File: src/rtl/apu_i2s_tx.sv
// Philips I2S transmitter for the APU mixer output: 16-bit mono sample sent on both
// channels, 32 BCLK per frame, with offset-binary conversion, attenuation and mute.
module apu_i2s_tx #(
    parameter int BCLK_DIV = 4
) (
    input  logic        clk_i,
    input  logic        rst_ni,
    input  logic        enable_i,
    input  logic [15:0] sample_i,
    input  logic [2:0]  vol_shift_i,
    input  logic        mute_i,
    output logic        bclk_o,
    output logic        lrclk_o,
    output logic        sdata_o,
    output logic        sample_strobe_o
);

    localparam int            DW       = (BCLK_DIV > 1) ? $clog2(BCLK_DIV) : 1;
    localparam logic [DW-1:0] DIV_LAST = DW'(BCLK_DIV - 1);

    logic [DW-1:0]      div_cnt, div_cnt_nxt;
    logic [4:0]         slot, slot_nxt;
    logic [15:0]        shreg, shreg_nxt;
    logic [15:0]        word, word_nxt;
    logic               bclk_nxt, lrclk_nxt, sdata_nxt, strobe_nxt;
    logic               div_wrap, fall_edge;
    logic signed [15:0] conv, atten;
    logic [15:0]        processed;

    assign div_wrap  = (div_cnt == DIV_LAST);
    assign fall_edge = div_wrap & bclk_o;

    // Flipping the MSB turns offset binary into two's complement; the shift keeps sign.
    assign conv      = {~sample_i[15], sample_i[14:0]};
    assign atten     = conv >>> vol_shift_i;
    assign processed = mute_i ? 16'h0000 : atten;

    always_comb begin
        div_cnt_nxt = div_cnt;
        slot_nxt    = slot;
        shreg_nxt   = shreg;
        word_nxt    = word;
        bclk_nxt    = bclk_o;
        lrclk_nxt   = lrclk_o;
        sdata_nxt   = sdata_o;
        strobe_nxt  = 1'b0;

        if (!enable_i) begin
            div_cnt_nxt = '0;
            slot_nxt    = 5'd31;
            shreg_nxt   = '0;
            word_nxt    = '0;
            bclk_nxt    = 1'b0;
            lrclk_nxt   = 1'b0;
            sdata_nxt   = 1'b0;
        end else begin
            div_cnt_nxt = div_wrap ? '0 : div_cnt + DW'(1);
            if (div_wrap)
                bclk_nxt = ~bclk_o;
            // Everything visible to the DAC moves on the BCLK falling edge only.
            if (fall_edge) begin
                slot_nxt  = slot + 5'd1;
                lrclk_nxt = slot_nxt[4];
                if (slot_nxt == 5'd0) begin
                    word_nxt   = processed;
                    strobe_nxt = 1'b1;
                end
                // Load one slot after each LRCLK edge to give the I2S one-bit delay.
                if (slot_nxt[3:0] == 4'd1)
                    shreg_nxt = word;
                else
                    shreg_nxt = {shreg[14:0], 1'b0};
                sdata_nxt = shreg_nxt[15];
            end
        end
    end

    always_ff @(posedge clk_i or negedge rst_ni) begin
        if (!rst_ni) begin
            div_cnt         <= '0;
            slot            <= 5'd31;
            shreg           <= '0;
            word            <= '0;
            bclk_o          <= 1'b0;
            lrclk_o         <= 1'b0;
            sdata_o         <= 1'b0;
            sample_strobe_o <= 1'b0;
        end else begin
            div_cnt         <= div_cnt_nxt;
            slot            <= slot_nxt;
            shreg           <= shreg_nxt;
            word            <= word_nxt;
            bclk_o          <= bclk_nxt;
            lrclk_o         <= lrclk_nxt;
            sdata_o         <= sdata_nxt;
            sample_strobe_o <= strobe_nxt;
        end
    end

endmodule
File: config.mk
export PLATFORM = sky130hd
export DESIGN_NAME = apu_i2s_tx
export DESIGN_NICKNAME = d
export VERILOG_FILES = /design/src/rtl/apu_i2s_tx.sv
export SDC_FILE = /design/constraint.sdc
export NUM_CORES = 1
export LEC_CHECK = 0
export ABC_AREA = 1
export CORE_MARGIN = 5
export CORE_UTILIZATION = 45
export DETAILED_ROUTE_END_ITERATION = 10
export PLACE_DENSITY = 0.65
export REMOVE_ABC_BUFFERS = 1
export SLEW_MARGIN = 30
export SYNTH_ARGS = -nofsm -noshare
export SYNTH_HDL_FRONTEND = slang
export SYNTH_SLANG_ARGS = --single-unit
export TNS_END_PERCENT = 20
File: constraint.sdc
create_clock -name clk_i -period 4.9 [get_ports clk_i]
set_input_delay 0.49 -clock clk_i [delete_from_list [all_inputs] [get_ports clk_i]]
set_output_delay 0.49 -clock clk_i [all_outputs]
set_load 0.005 [all_outputs]
==> results.json <==
{
  "topRoutingLayerUsed": "met4",
  "drive_above_1_share": 0.128,
  "final_max_slew_viol_count": 0,
  "rows": 28,
  "antennaDiodeCount": 0,
  "antenna_found_initial": 0,
  "multi_input_area_sq_um": 1420,
  "vias": 2381,
  "required_ns": 5.14,
  "dp_hpwl_mm": 4.02,
  "layout_common_cells": "124 x nand2_1, 80 x nand3_1, 41 x inv_1, 37 x dfrtp_1, 25 x clkdlybuf4s50_1",
  "final_antenna_net_count": 0,
  "powerDensity_nw_per_um2": 250,
  "end_kind": "flop",
  "wl_per_cell_um": 11.7,
  "clkTransAtPathRegs_ns": 0.08,
  "nNetsFinal": 423,
  "period_share": 0.405,
  "rsz0062_at_grt": "no",
  "clockBufferDepth": 2,
  "synth_area_sq_um": 2800,
  "max-slew-margin-rel": 0.425,
  "routed_via_density": 5.04,
  "post_cts_buffers": 0,
  "hold_violations": 0,
  "wirelength_mm": 5.54,
  "yosysWarnings": 0,
  "post_cts_resized": 0,
  "dieArea_sq_um": 7900,
  "cts.sinks": 42,
  "grtUsageTotal": 0.159,
  "start_util": 0.467,
  "place_area_sq_um": 3020,
  "peakVddDrop_mv": 0.161,
  "cts-root-buf": "clkbuf_8",
  "wl_met3_um": 179,
  "core_sq_um": 5990,
  "ys_seq_area_frac": 0.378,
  "routed-wl-met2_mm": 2.43,
  "clkPwrFrac": 0.347,
  "synth_area_leaders": "dfrtp_1 33%, nand2_1 17%, nand3_1 14%, nand3_2 6.8%, inv_1 5.5%",
  "io_buffers": 26,
  "gp_congestion": 0.856,
  "htree_levels": 2,
  "grt_pass1_vias": 2319,
  "p_comb_frac": 0.196,
  "tightest_slew_ns": 0.860,
  "skew_ns": 0.00523,
  "die_h_um": 88.9,
  "status": "finished, final reports clean",
  "synth_cells": 382,
  "area_delta_synth_final_pct": 11.8,
  "insertion_delay_ns": 0.30,
  "ys_types": 27,
  "grt_first_pass_wirelength_mm": 10.2,
  "hold_class": "input pin to async pin",
  "setup_viol": 0,
  "synth_area_leader_cell": "dfrtp_1",
  "io_pins": 27,
  "fillerInstances": 604,
  "grt_max_degree": 43,
  "max_cap_violations": 0,
  "seqCellArea_sq_um": 1060,
  "layout_min_cycle_time_ns": 1.98,
  "yosys.area.top_type_share": 0.331,
  "fin_area_sq_um": 3130,
  "drtIter0Drc": 109,
  "syn_avg_cell_area_sq_um": 7.33,
  "pwr-share-seq": 0.457,
  "die_w_um": 88.9,
  "synth-seq-cells": 42,
  "p_switching_mw": 0.229,
  "dr.pass1.iters": 4,
  "finalSetupTns_ns": 0,
  "drc": 0,
  "cts_buffers": 5,
  "start_kind": "input pin",
  "internal_power_mw": 0.553,
  "mostFrequentLayoutCell": "nand2_1",
  "fmax_ghz": 0.505,
  "arrival_ns": 2.22,
  "critPathMaxFanout": 16,
  "drt-met1-wl_mm": 2.86,
  "swShare": 0.293,
  "critical_path_class": "input pin to flop",
  "grt.overflow.total": 0,
  "cts_hold_buf": 0,
  "cts_tree": "yes",
  "p_leak_nw": 1.61
}
## state kept, by name, indices dropped and copies added (netlist names)
register and count:
bclk_o 1, div_cnt 2, lrclk_o 1, sample_strobe_o 1, sdata_o 1, shreg 15
slot 5, word 16
## per-layer routing
layer / up-vias / track usage
met5: - / 0
met4: 0 / 0.0453
met3: 5 / 0.0251
met2: 36 / 0.259
met1: 1068 / 0.218
li1: 1272 / -
## kinds of logic after synthesis
logic type               after synthesis  synth area share
flip-flops                            42             0.378
adder cells (fa/ha/maj)                4            0.0179
AND/OR/NAND/NOR                      261             0.473
buffers and inverters                 67             0.114
AO/OA/AOI/OAI                          8            0.0174
## per-stage QoR
step	power, mW	hold WS (ns)	worst slack, ns	utilization	instances
floorplan	0.460	0.194	3.28	-	361
global placement	0.518	0.423	2.67	0.504	464
detailed placement	0.519	0.426	2.64	0.504	464
CTS	0.792	0.369	2.95	0.522	472
global route	0.824	0.217	2.76	0.522	472
finish	0.781	0.167	2.92	0.522	472
## cells in the mapped netlist, drive strengths merged
| master | n |
|---|---|
| a21oi | 1 |
| a22o | 1 |
| a22oi | 1 |
| buf | 14 |
| clkbuf | 7 |
| dfrtp | 37 |
| dfstp | 5 |
| ha | 4 |
| inv | 46 |
| nand2 | 129 |
| nand3 | 101 |
| nand3b | 1 |
| nand4 | 18 |
| nor2 | 11 |
| o21ai | 3 |
| o22ai | 2 |
| or2 | 1 |
## worst max-delay path: stages
cell and delay (ns):
clkdlybuf4s50_1 0.76, inv_1 0.34, or2_0 0.28, nand2_1 0.08, nand2_1 0.05, nand2_1 0.08
nand3_1 0.06, nand2_1 0.07
## worst paths after layout
path	from	to	slack, ns	cells past startpoint
min reg2reg	div_cnt[0]	div_cnt[0]	0.44	1
max in group asynchronous	rst_ni	slot[1]	4.34	1
min	rst_ni	sample_strobe_o	0.17	1
max	vol_shift_i[1]	word[13]	2.92	8
max reg2reg	slot[0]	word[12]	3.07	7
min in group clk_i	div_cnt[0]	div_cnt[0]	0.44	1
## power groups by stage
stage | registers, mW | logic [mW] | clock network (mW)
global route | 0.358 | 0.173 | 0.292
finish | 0.357 | 0.154 | 0.271
floorplan | 0.363 | 0.0973 | 0
CTS | 0.357 | 0.155 | 0.279
detailed placement | 0.364 | 0.155 | 0
global placement | 0.364 | 0.154 | 0
## area by class of cell
class / count / area share
Timing Repair Buffer: 28 / 0.0872
Clock buffer: 5 / 0.0220
Sequential cell: 42 / 0.338
Clock inverter: 3 / 0.0128
Multi-Input combinational cell: 273 / 0.455
Inverter: 46 / 0.0552
Tap cell: 75 / 0.0300
Power figures use the tool's default switching activity.
